**src/rtl/color_classifier.sv**
```systemverilog
// Colour classifier for a TCS3200-style light-to-frequency sensor: measures red,
// blue and green pulse counts in turn, classifies the surface and files confirmed colours into LED slots.
module color_classifier #(
  parameter int CNT_W      = 10,
  parameter int GATE_CYC   = 256,
  parameter int SETTLE_CYC = 4,
  parameter int MARGIN     = 20,
  parameter int WHITE_TOL  = 15,
  parameter int CONFIRM    = 2,
  parameter int NUM_SLOTS  = 3,
  parameter int HOLD_CYC   = 8000
) (
  input  logic                         clk,
  input  logic                         rst,
  input  logic                         cs_out,
  input  logic                         enable,
  input  logic [1:0]                   site_id,
  input  logic                         clr_valid,
  input  logic [$clog2(NUM_SLOTS)-1:0] clr_idx,
  output logic                         S0,
  output logic                         S1,
  output logic                         S2,
  output logic                         S3,
  output logic                         OE,
  output logic [1:0]                   color,
  output logic                         color_valid,
  output logic [2*NUM_SLOTS-1:0]       slot_color,
  output logic [NUM_SLOTS-1:0]         slot_full,
  output logic                         overflow,
  output logic [2:0]                   dbg_state,
  output logic [CNT_W-1:0]             dbg_r_cnt,
  output logic [CNT_W-1:0]             dbg_b_cnt,
  output logic [CNT_W-1:0]             dbg_g_cnt
);

  localparam int IDX_W    = $clog2(NUM_SLOTS);
  localparam int MEAS_CYC = SETTLE_CYC + GATE_CYC;
  localparam int PH_W     = $clog2(MEAS_CYC);
  localparam int HOLD_W   = $clog2(HOLD_CYC + 1);
  localparam int CONF_W   = $clog2(CONFIRM + 1);

  localparam logic [PH_W-1:0]   PH_LAST   = PH_W'(MEAS_CYC - 1);
  localparam logic [PH_W-1:0]   PH_SETTLE = PH_W'(SETTLE_CYC);
  localparam logic [CNT_W-1:0]  CNT_MAX   = '1;
  localparam logic [CNT_W:0]    MARGIN_X  = (CNT_W+1)'(MARGIN);
  localparam logic [CNT_W:0]    TOL_X     = (CNT_W+1)'(WHITE_TOL);
  localparam logic [CONF_W-1:0] CONF_X    = CONF_W'(CONFIRM);
  localparam logic [HOLD_W-1:0] HOLD_X    = HOLD_W'(HOLD_CYC);

  localparam logic [1:0] CLS_NONE  = 2'b00;
  localparam logic [1:0] CLS_RED   = 2'b01;
  localparam logic [1:0] CLS_BLUE  = 2'b10;
  localparam logic [1:0] CLS_GREEN = 2'b11;

  typedef enum logic [2:0] {
    ST_IDLE     = 3'd0,
    ST_MEAS_R   = 3'd1,
    ST_MEAS_B   = 3'd2,
    ST_MEAS_G   = 3'd3,
    ST_CLASSIFY = 3'd4
  } state_t;

  state_t state, state_nxt;

  logic             cs_meta, cs_sync, cs_prev, cs_edge;
  logic [PH_W-1:0]  cyc_q;
  logic             meas, in_classify, phase_last, count_en;
  logic [CNT_W-1:0] r_cnt, b_cnt, g_cnt;

  logic [CNT_W:0]   r_x, g_x, b_x, mx, sec;
  logic             white;
  logic [1:0]       cls;

  logic [1:0]        cand_q;
  logic [CONF_W-1:0] conf_q, conf_nxt;
  logic [HOLD_W-1:0] hold_q;
  logic [1:0]        last_site;
  logic              site_ok, report;

  logic [NUM_SLOTS-1:0] clr_mask, full_clr, fill_sel;
  logic                 any_empty;

  // Two-flop synchronizer plus a delay stage for rising-edge detection.
  always_ff @(posedge clk) begin
    if (rst) begin
      cs_meta <= 1'b0;
      cs_sync <= 1'b0;
      cs_prev <= 1'b0;
    end else begin
      cs_meta <= cs_out;
      cs_sync <= cs_meta;
      cs_prev <= cs_sync;
    end
  end

  assign cs_edge = cs_sync & ~cs_prev;

  always_ff @(posedge clk) begin
    if (rst) state <= ST_IDLE;
    else     state <= state_nxt;
  end

  always_comb begin
    state_nxt = state;
    case (state)
      ST_IDLE:     state_nxt = ST_MEAS_R;
      ST_MEAS_R:   if (phase_last) state_nxt = ST_MEAS_B;
      ST_MEAS_B:   if (phase_last) state_nxt = ST_MEAS_G;
      ST_MEAS_G:   if (phase_last) state_nxt = ST_CLASSIFY;
      ST_CLASSIFY: state_nxt = ST_IDLE;
      default:     state_nxt = ST_IDLE;
    endcase
  end

  always_comb begin
    S0          = 1'b1;
    S1          = 1'b0;
    OE          = 1'b0;
    {S2, S3}    = 2'b10;
    meas        = 1'b0;
    in_classify = 1'b0;
    case (state)
      ST_MEAS_R:   begin {S2, S3} = 2'b00; meas = 1'b1; end
      ST_MEAS_B:   begin {S2, S3} = 2'b01; meas = 1'b1; end
      ST_MEAS_G:   begin {S2, S3} = 2'b11; meas = 1'b1; end
      ST_CLASSIFY: in_classify = 1'b1;
      default:     ;
    endcase
  end

  assign phase_last = meas && (cyc_q == PH_LAST);
  assign count_en   = meas && (cyc_q >= PH_SETTLE);
  assign dbg_state  = state;
  assign dbg_r_cnt  = r_cnt;
  assign dbg_b_cnt  = b_cnt;
  assign dbg_g_cnt  = g_cnt;

  always_ff @(posedge clk) begin
    if (rst || phase_last || !meas) cyc_q <= '0;
    else                            cyc_q <= cyc_q + PH_W'(1);
  end

  // Counters are cleared during the IDLE cycle so MEAS_R always starts from zero.
  always_ff @(posedge clk) begin
    if (rst || state == ST_IDLE) begin
      r_cnt <= '0;
      b_cnt <= '0;
      g_cnt <= '0;
    end else if (count_en && cs_edge) begin
      case (state)
        ST_MEAS_R: if (r_cnt != CNT_MAX) r_cnt <= r_cnt + CNT_W'(1);
        ST_MEAS_B: if (b_cnt != CNT_MAX) b_cnt <= b_cnt + CNT_W'(1);
        ST_MEAS_G: if (g_cnt != CNT_MAX) g_cnt <= g_cnt + CNT_W'(1);
        default:   ;
      endcase
    end
  end

  // Classification works one bit wider than the counters so margin sums cannot wrap.
  always_comb begin
    r_x = {1'b0, r_cnt};
    g_x = {1'b0, g_cnt};
    b_x = {1'b0, b_cnt};
    if (r_x >= g_x && r_x >= b_x) begin
      mx  = r_x;
      sec = (g_x >= b_x) ? g_x : b_x;
    end else if (g_x >= b_x) begin
      mx  = g_x;
      sec = (r_x >= b_x) ? r_x : b_x;
    end else begin
      mx  = b_x;
      sec = (r_x >= g_x) ? r_x : g_x;
    end
    white = (mx - sec) < TOL_X;
    if (white)                                      cls = CLS_NONE;
    else if (b_x > r_x && b_x > g_x)                cls = CLS_BLUE;
    else if (r_x > g_x + MARGIN_X && r_x > b_x + MARGIN_X) cls = CLS_RED;
    else if (g_x > r_x + MARGIN_X && g_x > b_x + MARGIN_X) cls = CLS_GREEN;
    else                                            cls = CLS_NONE;
  end

  always_comb begin
    conf_nxt = conf_q;
    if (cls == CLS_NONE)
      conf_nxt = '0;
    else if (cls == cand_q && conf_q != '0)
      conf_nxt = (conf_q >= CONF_X) ? conf_q : conf_q + CONF_W'(1);
    else
      conf_nxt = CONF_W'(1);
    site_ok = enable && (site_id != 2'b00);
    report  = in_classify && site_ok && (cls != CLS_NONE) && (conf_nxt >= CONF_X) &&
              (site_id != last_site) && (hold_q == '0);
  end

  // clr_valid is a single-cycle request (no ready); the clear lands before the same cycle's fill.
  always_comb begin
    clr_mask = '0;
    for (int i = 0; i < NUM_SLOTS; i++)
      clr_mask[i] = clr_valid && (clr_idx == IDX_W'(i));
    full_clr  = slot_full & ~clr_mask;
    fill_sel  = '0;
    any_empty = 1'b0;
    for (int i = 0; i < NUM_SLOTS; i++) begin
      if (!full_clr[i] && !any_empty) begin
        fill_sel[i] = 1'b1;
        any_empty   = 1'b1;
      end
    end
  end

  always_ff @(posedge clk) begin
    if (rst) begin
      color       <= CLS_NONE;
      color_valid <= 1'b0;
      overflow    <= 1'b0;
      cand_q      <= CLS_NONE;
      conf_q      <= '0;
      hold_q      <= '0;
      last_site   <= 2'b00;
    end else begin
      color_valid <= 1'b0;
      overflow    <= 1'b0;
      if (report)             hold_q <= HOLD_X;
      else if (hold_q != '0)  hold_q <= hold_q - HOLD_W'(1);
      if (site_id == 2'b00)   last_site <= 2'b00;
      else if (report)        last_site <= site_id;
      if (in_classify) begin
        cand_q <= cls;
        if (!site_ok) begin
          conf_q <= '0;
          color  <= CLS_NONE;
        end else if (report) begin
          conf_q      <= '0;
          color       <= cls;
          color_valid <= 1'b1;
          overflow    <= !any_empty;
        end else begin
          conf_q <= conf_nxt;
        end
      end
    end
  end

  always_ff @(posedge clk) begin
    if (rst) begin
      slot_full  <= '0;
      slot_color <= '0;
    end else begin
      for (int i = 0; i < NUM_SLOTS; i++) begin
        if (report && fill_sel[i]) begin
          slot_full[i]        <= 1'b1;
          slot_color[2*i +: 2] <= cls;
        end else if (clr_mask[i]) begin
          slot_full[i]        <= 1'b0;
          slot_color[2*i +: 2] <= CLS_NONE;
        end
      end
    end
  end

endmodule

```
**config.mk**
```make
export PLATFORM = sky130hd
export DESIGN_NAME = color_classifier
export DESIGN_NICKNAME = d
export VERILOG_FILES = /design/src/rtl/color_classifier.sv
export SDC_FILE = /design/constraint.sdc
export NUM_CORES = 1
export LEC_CHECK = 0
export CAP_MARGIN = 20
export CORE_MARGIN = 2
export CORE_UTILIZATION = 40
export CTS_CLUSTER_SIZE = 25
export DETAILED_ROUTE_END_ITERATION = 7
export HOLD_SLACK_MARGIN = 0.05
export SLEW_MARGIN = 20
export SYNTH_ARGS = -nofsm -noshare
export SYNTH_HDL_FRONTEND = slang
export SYNTH_SLANG_ARGS = --single-unit
```
**constraint.sdc**
```tcl
create_clock -name clk -period 8.2 [get_ports clk]
set_input_delay 0.82 -clock clk [delete_from_list [all_inputs] [get_ports clk]]
set_output_delay 0.82 -clock clk [all_outputs]
set_load 0.005 [all_outputs]
```
After elaboration in Yosys (flattened, before gate mapping) --
Index checks and enable logic that the tools add are counted.
Word-level totals: bits in registers 77, input port bits 9, output and inout port bits 51, word-level logic and storage cells 168
Operators by class: $add $sub $neg 10, order comparisons 13, equality and inequality tests 16, multiplexer cells 45, bitwise operators 7, reductions and logical operators 55
Operator list (number):
- two-way mux 10 bit | 6
- > comparator 10 x 11 -> 1 bit | 4
- two-way mux 2 bit | 17
- adder 10 x 5 -> 11 bit (second input constant) | 3
- adder 10 x 1 -> 10 bit (second input constant) | 3
- >= comparator 10 bit | 3
- != test 10 bit (second input constant) | 3
- two-way mux 13 bit | 2
- logical AND 1 bit | 22
- > comparator 10 bit | 2
- two-way mux 1 bit | 16
- nonzero test 2 bit | 7
- zero test 13 bit | 1
- nonzero test 13 bit | 1
- subtractor 13 x 1 -> 13 bit (second input constant) | 1
- case mux 3 bit (4 select lines) | 1
- AND reduction 3 bit | 4
- less-than comparator 11 x 4 -> 1 bit (second input constant) | 1
- subtractor 11 bit | 1
- adder 9 x 1 -> 9 bit (second input constant) | 1
- == test 9 bit (second input constant) | 1
- >= comparator 9 x 3 -> 1 bit (second input constant) | 1
- two-way mux 3 bit | 3
- OR reduction 2 bit | 4
- other kinds (22) | 38

Depth between registers and ports, before layout --
Gate-level depths: netlist of run 1.
word-level depth 17, mapped depth 26, gate-level depth less buffers 24

Worst setup path after synthesis of run 1 --
Ideal clock, no wire load.
path type register to register, start register r_cnt[0], in the netlist dbg_r_cnt[0], end register slot_color[2], data arrival time 6187 ps, slack 1942 ps, cell stages (with the launch flop) 27, path buffers 2, period minus slack after synthesis 6258 ps, cells stage by stage dfxtp_1 inv_1 ha_1 nand2b_1 a21o_1 a21o_1 a21o_1 a21o_1 a21o_1 a211o_1 a221oi_1 clkbuf_1 mux2i_1 o211a_1 ha_1 fa_1 xnor2_1 a31o_2 and3_1 nor4_1 nand4b_1 o221a_2 xor2_1 a2111o_1 buf_2 nor3b_2 mux2i_1
Between the ends: cells in the longest elaborated chain, start to end 17, elaborated cells on any way between the ends 36
RTL lines:
- start, declared | line 68 | logic [CNT_W-1:0] r_cnt, b_cnt, g_cnt;
- start signal, assigned | line 151 | ST_MEAS_R: if (r_cnt != CNT_MAX) r_cnt <= r_cnt + CNT_W'(1);
- >= comparator 10 bit (tied with other cells) | line 164, 172
- two-way mux 10 bit (tied with other cells) | line 172 | sec = (r_x >= g_x) ? r_x : g_x;
- two-way mux 10 bit or logical AND 1 bit (tied branches) | line 167, 178
- two-way mux 10 bit or two-way mux 2 bit (tied branches) | line 164, 178
- subtractor 11 bit or two-way mux 2 bit (tied branches) | line 174, 177
- less-than comparator 11 x 4 -> 1 bit or two-way mux 2 bit (tied branches) | line 174, 176
- two-way mux 2 bit (*) | line 175 | if (white) cls = CLS_NONE;
- == test 2 bit | line 186 | else if (cls == cand_q && conf_q != '0)
- logical AND 1 bit | line 186
- two-way mux 2 bit | line 186
- two-way mux 2 bit | line 184 | if (cls == CLS_NONE)
- >= comparator 2 bit | line 191 | report = in_classify && site_ok && (cls != CLS_NONE) && (conf_nxt >= CONF_X) &&
- logical AND 1 bit (2 in a row) | line 191
- logical AND 1 bit | line 192 | (site_id != last_site) && (hold_q == '0);
- logical AND 1 bit | line 250 | if (report && fill_sel[i]) begin
- two-way mux 2 bit or nonzero test 2 bit (tied branches)
- end signal, assigned by index | line 252 | slot_color[2*i +: 2] <= cls;
- end, declared | line 27 | output logic [2*NUM_SLOTS-1:0] slot_color,
Every way passes the cells marked *; elsewhere a longest branch is shown, timed or not. A chain may end at the register's enable or synchronous reset.

Final worst setup path of run 1 --
start register r_cnt[0], in the netlist dbg_r_cnt[0], end register slot_color[4]
The elaborated chain is that of the path after synthesis.

==> results of run 1 <==
[placed cells by master, fill, tap and decap left out, types with 6 or more instances in the layout]
| cell type | synthesis | routed |
|---|---|---|
| sky130_fd_sc_hd__clkbuf_16 | 0 | 9 |
| sky130_fd_sc_hd__or2_2 | 8 | 8 |
| sky130_fd_sc_hd__dfxtp_1 | 77 | 77 |
| sky130_fd_sc_hd__mux2i_1 | 38 | 38 |
| sky130_fd_sc_hd__and3_1 | 10 | 10 |
| sky130_fd_sc_hd__xnor2_1 | 37 | 37 |
| sky130_fd_sc_hd__o21ai_0 | 21 | 21 |
| sky130_fd_sc_hd__nor2b_1 | 13 | 13 |
| sky130_fd_sc_hd__nor3_1 | 18 | 18 |
| sky130_fd_sc_hd__clkdlybuf4s50_1 | 0 | 56 |
| sky130_fd_sc_hd__o211ai_1 | 13 | 13 |
| sky130_fd_sc_hd__buf_4 | 4 | 9 |
| sky130_fd_sc_hd__a21o_1 | 29 | 29 |
| sky130_fd_sc_hd__nand2b_1 | 13 | 13 |
| sky130_fd_sc_hd__a21oi_1 | 52 | 52 |
| sky130_fd_sc_hd__nand2_1 | 44 | 44 |
| sky130_fd_sc_hd__inv_1 | 42 | 42 |
| sky130_fd_sc_hd__ha_1 | 89 | 89 |
| sky130_fd_sc_hd__or3_1 | 9 | 9 |
| sky130_fd_sc_hd__nor2_1 | 135 | 134 |
| sky130_fd_sc_hd__a211oi_1 | 6 | 6 |
| sky130_fd_sc_hd__nand4_1 | 14 | 14 |
| sky130_fd_sc_hd__xor2_1 | 24 | 24 |
| sky130_fd_sc_hd__nand3_1 | 24 | 24 |
[power by group]
| part | internal [mW] | switching (mW) |
|---|---|---|
| sequential | 0.402 | 0.0287 |
| clock | 0.305 | 0.172 |
| combinational | 0.0939 | 0.112 |
[area by class of cell]
cell class / instances / area (µm²) / area share
clock buffer: 10 / 239 / 0.0309
clock inverter: 5 / 106 / 0.0137
inverter: 42 / 158 / 0.0204
multi-input combinational: 683 / 4800 / 0.619
sequential: 77 / 1540 / 0.199
tap: 220 / 275 / 0.0355
timing repair buffer: 65 / 628 / 0.0811
[final timing paths]
check	startpoint	end	slack, ns	depth (start not counted)
worst min-delay path	cs_meta$_SDFF_PP0_	cs_sync$_SDFF_PP0_	0.44	1
worst min register to register	cs_meta$_SDFF_PP0_	cs_sync$_SDFF_PP0_	0.44	1
worst max register to register	dbg_r_cnt[0]$_SDFFE_PP0P_	slot_color[4]$_SDFFE_PP0P_	0.95	23
worst max-delay path	dbg_r_cnt[0]$_SDFFE_PP0P_	slot_color[4]$_SDFFE_PP0P_	0.95	23
[sequential cells by signal, indices dropped and copies added, names as in the netlist, 3 cells and up]
register / cells
hold_q: 13
dbg_b_cnt: 10
dbg_g_cnt: 10
dbg_r_cnt: 10
cyc_q: 9
slot_color: 6
dbg_state: 3
slot_full: 3
[stage by stage]
step                area [µm²]  setup WS (ns)  utilization  hold slack, ns  cells
floorplan                 6640           1.94            -           0.414    839
global placement          7400           1.16        0.451           0.417   1087
detailed placement        7400           1.00        0.451           0.428   1087
CTS                       7740          0.975        0.472           0.444   1102
global route              7750          0.373        0.472           0.469   1102
finish                    7750          0.953        0.472           0.438   1102
[worst register-to-register path: cells and delay by family, from the launching register on]
family | cells | cell delay [ns]
AO/OA/AOI/OAI | 14 | 4.35
XOR/XNOR | 1 | 0.16
flip-flops | 1 | 0.52
buffers and inverters | 1 | 0.13
adder cells (fa/ha/maj) | 2 | 0.70
AND/OR/NAND/NOR | 4 | 1.11
multiplexers | 1 | 0.21
[per-layer routing]
metal	GRT usage	share of wire	vias up
met5	0	0	-
met4	0.0830	0.024	0
met3	0.0368	0.057	36
met2	0.354	0.45	160
met1	0.304	0.47	2862
li1	-	-	3048
[logic make-up (layout without fill, tap and decap cells)]
family / after synthesis / count (layout)
AOI/OAI and AO/OA: 171 / 171
DFF: 77 / 77
muxes: 39 / 39
other: 2 / 3
adders and majority gates: 90 / 90
xor gates and xnor gates: 61 / 61
buffers and inverters: 79 / 122
and+or+nand+nor: 319 / 319
==> summary.txt, run 1 <==
Route
  • Remaining number of nets flagged by the antenna check after routing: 0
  • Final routed wire length divided by cell count: 17.3 µm
  • DRC viols: 0
  • Via count: 6106
  • Number of optimization iterations in the first detailed-route pass: 6
  • Final Routed Wirelength: 19100 µm
  • Vias per cell: 5.54
  • Initial DRC count: 444

Critical path
  • Startpoint class of the critical path: flip-flop
  • Standard cell with the maximum stage delay on the critical path: sky130_fd_sc_hd__a21oi_1
  • Required time of the critical path: 8.48 ns
  • Cells along the critical path: inv_1, ha_1, nand2b_1, a21o_1, a21o_1, a21o_1, a21o_1, a21o_1, a211o_1, a221o_1, a21oi_1, o211ai_1, ha_1, a21o_1, a221oi_1, o2111ai_1, nor4_1, nand4b_1, o221a_2, xor2_1, a2111o_1, nor4b_2, mux2i_1
  • Critical path data arrival time: 7.52 ns
  • Endpoint kind of the worst setup timing path: flip-flop
  • Kind of cell adding the most delay to the critical path: compound AO/OA/AOI/OAI gates
  • Count of buffer and inverter cells on the critical path: 1
  • Worst Path Max Fanout: 22
  • Worst path max stage delay: 0.81 ns
  • Library cell appearing most often on the critical path: sky130_fd_sc_hd__a21o_1
  • Critical path class: reg2reg

Global route
  • GRT overflow: 0
  • Number of global-route vias before repair: 5858
  • Overall fraction of global-route tracks in use: 0.223
  • Maximum number of pins on one net before global-route repair: 35
  • Wire length of the first global-routing pass: 31000 µm
  • Antenna violations before repair: 0

Synthesis
  • Synthesized-area fraction occupied by adder cells: 0.171
  • Number of flops mapped to enable cells by yosys: 0
  • Most instantiated library cell after synthesis: sky130_fd_sc_hd__nor2_1
  • Largest family of logic cells by synthesized area: simple AND/OR/NAND/NOR gates
  • Post-synthesis async set-or-reset flop share: 0
  • Post-synthesis instance total: 838
  • Post-synthesis mux area share: 0.0590
  • Synth unique cells: 63
  • Post-synthesis sequential area ratio: 0.232
  • XOR/XNOR Fraction of Synth Area: 0.0805
  • Area fraction in compound gates after synthesis: 0.173
  • Post-synthesis share of cell area spent on and, or, nand and nor gates: 0.236
  • Mean post-synth cell area: 7.92 µm²
  • Leading area contributor after synthesis: sky130_fd_sc_hd__dfxtp_1
  • Post-synth design cell area: 0.00664 mm²
  • Total of warnings raised by yosys: 0
  • Share of the synthesized area in the top cell type: 0.232
  • Synthesized flop and latch total: 77
  • Leading post-synthesis cells by instance count: sky130_fd_sc_hd__nor2_1, sky130_fd_sc_hd__ha_1, sky130_fd_sc_hd__dfxtp_1, sky130_fd_sc_hd__a21oi_1, sky130_fd_sc_hd__nand2_1
  • Leading cell types by total area after synthesis: sky130_fd_sc_hd__dfxtp_1, sky130_fd_sc_hd__ha_1, sky130_fd_sc_hd__nor2_1, sky130_fd_sc_hd__mux2i_1, sky130_fd_sc_hd__xnor2_1
  • Dominant register cell in the synthesized netlist: sky130_fd_sc_hd__dfxtp_1

CTS
  • Number of sinks handled by clock tree synthesis: 77
  • Buffer count from post-CTS setup fixing: 0
  • Clock-pin slew on the worst setup and hold paths: 0.06 ns
  • Number of clock buffers inserted by TritonCTS: 9
  • Max Root-Sink Buffers: 2
  • Clock latency of the later-clocked register in the worst-skew pair: 0.35 ns
  • Root buf cell: sky130_fd_sc_hd__clkbuf_16
  • Post-cts hold buffer count: 0
  • Total number of H-tree levels: 3
  • Resize count post-CTS: 0
  • CTS tree: done

Floorplan
  • Number of top-level design ports: 60
  • Core region area: 0.0164 mm²
  • Cell row count: 47
  • Width of the die: 133 µm
  • Die height: 133 µm
  • Die area: 0.0176 mm²
  • Starting Density: 0.405

Outcome
  • Run status: complete, no violations

STA
  • Period utilisation layout: 0.884
  • Setup repair after global routing missed its margin: false
  • Slew at the pin closest to its max-slew limit: 1.00 ns
  • Setup violators final: 0
  • Clock Skew: 0.0112 ns
  • Minimum period implied by the final worst setup slack: 7.25 ns
  • Final-report max-slew violation count: 0
  • Sum of negative setup slack: 0 ns
  • Max-Slew Margin vs Limit: 0.324
  • Highest Clock Rate: 138 MHz
  • Final Hold Viols: 0

Finish
  • Filler Cell Count: 1651
  • Number of nets in the layout: 977
  • Layout cell share with drive strength beyond 1: 0.0544
  • P&R area growth vs syn: 16.7%
  • Diode insertion count for antenna repair: 0

Hold path
  • Worst hold-check path type: reg2reg

Power and ir drop
  • Power density normalized to cell area: 144 mW/mm²
  • VDD IR-drop max: 0.125 mV
  • Total power after layout: 1.11 mW
  • Static Leak: 3.28 nW

Place
  • Number of port buffers: 56
  • Sum of net half-perimeters after detailed placement: 14100 µm
  • Final weighted congestion in routability-driven placement: 0.916

Run
  • Max-cap violation count: 0
No activity file was read; power rests on OpenSTA's default activity.
==> run 2, diff against run 1 <==
Settings changed: CORE_UTILIZATION 40 to 59, PLACE_DENSITY from default to 0.9.
==> summary.txt, run 2 (synthesized netlist as in run 1, its figures left out) <==
Finish
  • Filler Cell Count: 897 (-46%)
  • P&R area growth vs syn: 12.5%
  • Diode insertion count for antenna repair: 0 (unchanged)
  • Number of nets in the layout: 974 (-0.31%)
  • Highest-count cells in the layout ignoring fill and taps: sky130_fd_sc_hd__nor2_1, sky130_fd_sc_hd__ha_1, sky130_fd_sc_hd__dfxtp_1, sky130_fd_sc_hd__clkdlybuf4s50_1, sky130_fd_sc_hd__a21oi_1
  • Most common cell after layout, fill and taps aside: sky130_fd_sc_hd__nor2_1
  • Largest register FFs: 13 (unchanged)
  • Layout cell share with drive strength beyond 1: 0.0511 (-0.00329)
  • Total non-filler cell area in the finished layout: 0.00747 mm² (-3.6%)
  • Largest register by flop count: hold_q
  • Final core utilization: 0.686 (+0.214)

Place
  • Final weighted congestion in routability-driven placement: 0.988 (+7.9%)
  • Pre-CTS setup slack: 1.10 ns (+0.100 ns)
  • Number of port buffers: 56 (unchanged)
  • Post-place instance area: 0.00728 mm² (-1.7%)
  • Sum of net half-perimeters after detailed placement: 13300 µm (-5.8%)

CTS
  • Buffer count from post-CTS setup fixing: 0 (unchanged)
  • Number of sinks handled by clock tree synthesis: 77 (unchanged)
  • CTS tree: done
  • Post-cts hold buffer count: 0 (unchanged)
  • Max Root-Sink Buffers: 2 (unchanged)
  • Total number of H-tree levels: 3 (unchanged)
  • Clock-pin slew on the worst setup and hold paths: 0.08 ns (+0.02 ns)
  • Clock latency of the later-clocked register in the worst-skew pair: 0.39 ns (+0.04 ns)
  • Resize count post-CTS: 0 (unchanged)
  • Number of clock buffers inserted by TritonCTS: 9 (unchanged)
  • Root buf cell: sky130_fd_sc_hd__clkbuf_8

Floorplan
  • Die area: 0.0121 mm² (-31%)
  • Cell row count: 38 (-19%)
  • Starting Density: 0.610 (+0.205)
  • Die height: 110 µm (-17%)
  • Number of top-level design ports: 60 (unchanged)
  • Core region area: 0.0109 mm² (-34%)
  • Width of the die: 110 µm (-17%)

Run
  • Max-cap violation count: 0 (unchanged)

Global route
  • Grt met1 use: 0.399 (+0.0947)
  • Number of global-route vias before repair: 5762 (-1.6%)
  • GRT overflow: 0 (unchanged)
  • Antenna violations before repair: 0 (unchanged)
  • Most utilized layer in the global route result: met2
  • Overall fraction of global-route tracks in use: 0.313 (+0.0903)
  • GR Util met2: 0.491 (+0.137)
  • Wire length of the first global-routing pass: 29100 µm (-6.1%)
  • Met3 capacity usage during global routing: 0.0905 (+0.0538)
  • Maximum number of pins on one net before global-route repair: 35 (unchanged)

Critical path
  • Worst r2r dst: slot_color[5]$_SDFFE_PP0P_
  • CP Launch Point: dbg_r_cnt[0]$_SDFFE_PP0P_
  • Worst Path Max Fanout: 22 (unchanged)
  • Critical path class: reg2reg
  • Endpoint kind of the worst setup timing path: flip-flop
  • Worst Reg2Reg Path Length in Cells: 23 (unchanged)
  • Critical path data arrival time: 7.53 ns (about the same)
  • Required time of the critical path: 8.51 ns (+0.03 ns)
  • Launching point of the worst reg2reg path: dbg_r_cnt[0]$_SDFFE_PP0P_
  • Startpoint class of the critical path: flip-flop
  • Setup slack of the worst register-to-register path: 0.98 ns (+0.03 ns)

Hold path
  • Min-Delay Endpoint: cs_sync$_SDFF_PP0_
  • Worst hold-check path type: reg2reg
  • Number of cells traversed by the worst hold path: 1 (unchanged)
  • Worst hold start: cs_meta$_SDFF_PP0_

STA
  • Max-Slew Margin vs Limit: 0.222 (-0.102)
  • Minimum period implied by the final worst setup slack: 7.22 ns (-0.0259 ns)
  • Highest Clock Rate: 138 MHz (+0.36%)
  • Final Hold Viols: 0 (unchanged)
  • Period utilisation layout: 0.881 (-0.00316)
  • Setup repair after global routing missed its margin: false
  • Sum of negative setup slack: 0 ns (unchanged)
  • Slew at the pin closest to its max-slew limit: 1.16 ns (+0.163 ns)
  • Smallest setup slack after layout: 0.979 ns (+0.0259 ns)
  • Clock Skew: 0.0250 ns (+0.0139 ns)
  • Final-report max-slew violation count: 0 (unchanged)
  • Setup violators final: 0 (unchanged)

Route
  • Via count: 6319 (+3.5%)
  • DRC viols: 0 (unchanged)
  • Initial DRC count: 519 (+17%)
  • Final Routed Wirelength: 18400 µm (-3.6%)
  • Number of optimization iterations in the first detailed-route pass: 5 (-1)
  • Vias per cell: 6.20 (+12%)
  • Final routed wire length divided by cell count: 18.1 µm (+4.1%)
  • Remaining number of nets flagged by the antenna check after routing: 0 (unchanged)

Outcome
  • Run status: complete, no violations

Power and ir drop
  • Static Leak: 3.19 nW (-2.7%)
  • VDD IR-drop max: 0.170 mV (+35%)
  • Total power after layout: 932 µW (-16%)
  • Power density normalized to cell area: 125 mW/mm² (-13%)
## run 2: cell types whose count changed in the layout (fill, tap and decap cells not counted), sizes merged
| cell | before | now |
|---|---|---|
| buf | 9 | 6 |
| bufinv | 3 | 0 |
| clkbuf | 10 | 12 |
| clkinv | 0 | 1 |
| clkinvlp | 1 | 2 |
## run 2: critical path: stages (launching register included)
cell                        delay, ns
sky130_fd_sc_hd__dfxtp_1         0.53
sky130_fd_sc_hd__inv_1           0.13
sky130_fd_sc_hd__ha_1            0.33
sky130_fd_sc_hd__nand2b_1        0.15
sky130_fd_sc_hd__a21o_1          0.17
sky130_fd_sc_hd__a21o_1          0.18
sky130_fd_sc_hd__a21o_1          0.18
sky130_fd_sc_hd__a21o_1          0.17
sky130_fd_sc_hd__a21o_1          0.17
sky130_fd_sc_hd__a211o_1         0.32
sky130_fd_sc_hd__a221o_1         0.54
sky130_fd_sc_hd__a21oi_1         0.74
sky130_fd_sc_hd__o211ai_1        0.19
sky130_fd_sc_hd__ha_1            0.42
sky130_fd_sc_hd__inv_1           0.11
sky130_fd_sc_hd__a221oi_1        0.33
sky130_fd_sc_hd__o2111ai_1       0.15
sky130_fd_sc_hd__nor4_1          0.26
sky130_fd_sc_hd__nand4b_1        0.16
sky130_fd_sc_hd__o221a_2         0.36
sky130_fd_sc_hd__xor2_1          0.16
sky130_fd_sc_hd__a2111o_1        0.68
sky130_fd_sc_hd__nor4b_2         0.49
sky130_fd_sc_hd__mux2i_1         0.23
## run 2: final cells by class
cell class,count,area [µm²],area share
clock inverter,4,28.8,0.00385
inverter,42,158,0.0211
sequential,77,1540,0.206
timing repair buffer,62,606,0.0811
tap,140,175,0.0235
multi-input combinational,683,4800,0.642
clock buffer,12,165,0.0221
## run 2: worst max-delay path by stage
stage	endpoint	cells after the start
after CTS	slot_color[5]$_SDFFE_PP0P_	23
after detailed placement	slot_color[5]$_SDFFE_PP0P_	23
after global placement	slot_color[5]$_SDFFE_PP0P_	23
final	slot_color[5]$_SDFFE_PP0P_	23
after global routing	slot_color[5]$_SDFFE_PP0P_	23
after floorplan	slot_color[2]$_SDFFE_PP0P_	26
## run 2: routing by layer
layer	wire (µm)	vias up	share of wire
li1	-	3043	-
met1	7830	2909	0.43
met2	7980	292	0.43
met3	1870	75	0.10
met4	734	0	0.040
met5	0	-	0
## run 2: report_power, final
group	internal, mW	leakage (nW)	switching, mW
clock network	0.135	0.0950	0.161
logic	0.0940	2.47	0.111
registers	0.402	0.624	0.0298
## run 2: metrics by stage
stage | hold slack [ns] | instances
after floorplan | 0.414 | 839
after global placement | 0.422 | 1004
after detailed placement | 0.430 | 1004
after CTS | 0.449 | 1020
after global routing | 0.467 | 1020
final | 0.445 | 1020
==> run 3, diff against run 2 <==
Settings changed: CORE_UTILIZATION 59 to 64, PLACE_DENSITY 0.9 to 0.95.
Clock period 8.2 ns to 8.8 ns, I/O delays scaled along.
==> summary.txt, run 3 (synthesized netlist as in run 1, its figures left out) <==
STA
  • Setup violators final: 0 (unchanged)
  • Final Hold Slack: 0.457 ns (+0.0117 ns)
  • Sum of negative setup slack: 0 ns (unchanged)
  • Max-Slew Margin vs Limit: 0.409 (+0.187)
  • Minimum period implied by the final worst setup slack: 7.27 ns (+0.0504 ns)
  • Setup repair after global routing missed its margin: false
  • Period utilisation layout: 0.826 (-0.0543)
  • Final Hold Viols: 0 (unchanged)
  • Clock Skew: 0.0146 ns (-0.0104 ns)
  • Slew at the pin closest to its max-slew limit: 0.886 ns (-0.277 ns)
  • Smallest setup slack after layout: 1.53 ns (+0.550 ns)
  • Highest Clock Rate: 138 MHz (-0.69%)
  • Final-report max-slew violation count: 0 (unchanged)

Critical path
  • Critical path data arrival time: 7.58 ns (+0.05 ns)
  • Worst Reg2Reg Path Length in Cells: 22 (-4.3%)
  • Endpoint kind of the worst setup timing path: flip-flop
  • CP Launch Point: dbg_g_cnt[8]$_SDFFE_PP0P_
  • Launching point of the worst reg2reg path: dbg_g_cnt[8]$_SDFFE_PP0P_
  • Setup slack of the worst register-to-register path: 1.53 ns (+0.55 ns)
  • Startpoint class of the critical path: flip-flop
  • Worst r2r dst: slot_color[5]$_SDFFE_PP0P_
  • Critical path class: reg2reg
  • Required time of the critical path: 9.11 ns (+0.60 ns)
  • Worst Path Max Fanout: 22 (unchanged)

Global route
  • Number of global-route vias before repair: 6186 (+7.4%)
  • GRT overflow: 0 (unchanged)
  • Overall fraction of global-route tracks in use: 0.337 (+0.0240)
  • Maximum number of pins on one net before global-route repair: 35 (unchanged)
  • Antenna violations before repair: 0 (unchanged)
  • Wire length of the first global-routing pass: 30100 µm (+3.4%)

Route
  • Uppermost signal routing layer after detailed routing: met4
  • Via count: 6513 (+3.1%)
  • Remaining number of nets flagged by the antenna check after routing: 0 (unchanged)
  • Initial DRC count: 680 (+31%)
  • Vias per cell: 6.41 (+3.5%)
  • Met1 WL: 7440 µm (-5.0%)
  • Final Routed Wirelength: 18600 µm (+0.76%)
  • Met3 wirelength from detailed routing: 1930 µm (+3.6%)
  • DRC viols: 0 (unchanged)
  • Final routed wire length divided by cell count: 18.3 µm (+1.2%)
  • Routed wire length on met2: 8140 µm (+1.9%)
  • Number of optimization iterations in the first detailed-route pass: 6 (+1)

Finish
  • Number of nets in the layout: 974 (unchanged)
  • Highest-count cells in the layout ignoring fill and taps: sky130_fd_sc_hd__nor2_1, sky130_fd_sc_hd__ha_1, sky130_fd_sc_hd__dfxtp_1, sky130_fd_sc_hd__clkdlybuf4s50_1, sky130_fd_sc_hd__a21oi_1
  • Largest register FFs: 13 (unchanged)
  • P&R area growth vs syn: 12.4%
  • Diode insertion count for antenna repair: 0 (unchanged)
  • Layout cell share with drive strength beyond 1: 0.0489 (-0.00227)
  • Filler Cell Count: 742 (-17%)
  • Most common cell after layout, fill and taps aside: sky130_fd_sc_hd__nor2_1
  • Largest register by flop count: hold_q

Outcome
  • Run status: complete, no violations

Power and ir drop
  • Static Leak: 3.19 nW (about the same)
  • Switch share: 0.318 (-0.00475)
  • Part of the total power dissipated in combinational logic: 0.220 (about the same)
  • Flop pwr share: 0.462 (about the same)
  • Sw power: 277 µW (-7.9%)
  • VDD IR-drop max: 0.203 mV (+20%)
  • Clock group share of total power: 0.318 (about the same)
  • Cell internal power dissipation: 594 µW (-5.9%)
  • Power density normalized to cell area: 117 mW/mm² (-6.4%)

Floorplan
  • Number of top-level design ports: 60 (unchanged)
  • Die area: 0.0112 mm² (-7.5%)
  • Cell row count: 37 (-2.6%)
  • Starting Density: 0.652 (+0.0421)
  • Core region area: 0.0102 mm² (-6.5%)
  • Width of the die: 106 µm (-3.8%)
  • Die height: 106 µm (-3.8%)

CTS
  • Number of clock buffers inserted by TritonCTS: 9 (unchanged)
  • Max Root-Sink Buffers: 2 (unchanged)
  • Root buf cell: sky130_fd_sc_hd__clkbuf_8
  • Clock-pin slew on the worst setup and hold paths: 0.09 ns (about the same)
  • Buffer count from post-CTS setup fixing: 0 (unchanged)
  • Number of sinks handled by clock tree synthesis: 77 (unchanged)
  • Resize count post-CTS: 0 (unchanged)
  • CTS tree: done
  • Clock latency of the later-clocked register in the worst-skew pair: 0.38 ns (about the same)
  • Post-cts hold buffer count: 0 (unchanged)
  • Total number of H-tree levels: 3 (unchanged)

Hold path
  • Number of cells traversed by the worst hold path: 2 (+1)
  • Worst hold-check path type: reg2reg
  • Worst hold start: conf_q[1]$_SDFFE_PP0N_
  • Min-Delay Endpoint: conf_q[1]$_SDFFE_PP0N_

Place
  • Number of port buffers: 56 (unchanged)
  • Final weighted congestion in routability-driven placement: 1.02 (+3.7%)
  • Sum of net half-perimeters after detailed placement: 13400 µm (+0.51%)
  • Pre-CTS setup slack: 1.67 ns (+0.568 ns)

Run
  • Max-cap violation count: 0 (unchanged)
## run 3: changes by cell type in the layout (fill, tap and decap cells not counted), sizes merged
cell	previous run	this run
bufinv	0	1
clkbuf	12	11
clkinv	1	2
clkinvlp	2	1
## run 3: final cells by class
type / count / area, µm² / share of cell area
Clock buffer: 11 / 131 / 0.0176
Clock inverter: 5 / 60.1 / 0.00805
Inverter: 42 / 158 / 0.0211
Multi-Input combinational cell: 683 / 4800 / 0.643
Sequential cell: 77 / 1540 / 0.207
Tap cell: 136 / 170 / 0.0228
Timing Repair Buffer: 62 / 606 / 0.0812
## run 3: worst max path at each step
stage / to
after global routing: slot_color[4]$_SDFFE_PP0P_
after CTS: slot_color[5]$_SDFFE_PP0P_
final: slot_color[5]$_SDFFE_PP0P_
after global placement: slot_color[5]$_SDFFE_PP0P_
after detailed placement: slot_color[5]$_SDFFE_PP0P_
after floorplan: slot_color[2]$_SDFFE_PP0P_
## run 3: through the flow
stage / util / power [mW] / cell area (µm²) / cells
after floorplan: - / 0.547 / 6640 / 839
final: 0.733 / 0.872 / 7460 / 1016
after detailed placement: 0.714 / 0.600 / 7270 / 1000
after CTS: 0.733 / 0.873 / 7460 / 1016
after global routing: 0.733 / 0.921 / 7460 / 1016
after global placement: 0.714 / 0.593 / 7270 / 1000
## run 3: per-layer routing
metal / GRT usage / vias up
met4: 0.209 / 0
met2: 0.534 / 393
li1: - / 3032
met1: 0.416 / 2970
met5: 0 / -
met3: 0.0748 / 118
## run 3: critical path, cell delays in order (launching register included)
cell and delay [ns]:
sky130_fd_sc_hd__dfxtp_1 0.62, sky130_fd_sc_hd__inv_1 0.28, sky130_fd_sc_hd__ha_1 0.37, sky130_fd_sc_hd__nand4_1 0.12, sky130_fd_sc_hd__nor3_1 0.37, sky130_fd_sc_hd__a221oi_1 0.17, sky130_fd_sc_hd__a32oi_1 0.70, sky130_fd_sc_hd__nand2_1 0.52
sky130_fd_sc_hd__nor2_1 0.22, sky130_fd_sc_hd__mux2i_1 0.10, sky130_fd_sc_hd__o211a_1 0.12, sky130_fd_sc_hd__ha_1 0.21, sky130_fd_sc_hd__fa_1 0.41, sky130_fd_sc_hd__xnor2_1 0.16, sky130_fd_sc_hd__a31o_2 0.25, sky130_fd_sc_hd__and3_1 0.17
sky130_fd_sc_hd__nor4_1 0.26, sky130_fd_sc_hd__nand4b_1 0.18, sky130_fd_sc_hd__o221a_2 0.36, sky130_fd_sc_hd__xor2_1 0.16, sky130_fd_sc_hd__a2111o_1 0.69, sky130_fd_sc_hd__nor4b_2 0.52, sky130_fd_sc_hd__mux2i_1 0.22
## run 3: power groups by stage
| stage | sequential, mW | clock (mW) | combinational (mW) |
|---|---|---|---|
| 3_3_place_gp | 0.409 | 0 | 0.184 |
| 5_1_grt | 0.408 | 0.298 | 0.216 |
| 2_1_floorplan | 0.401 | 0 | 0.146 |
| 4_1_cts | 0.402 | 0.279 | 0.192 |
| 6_report | 0.403 | 0.277 | 0.192 |
| 3_5_place_dp | 0.410 | 0 | 0.190 |
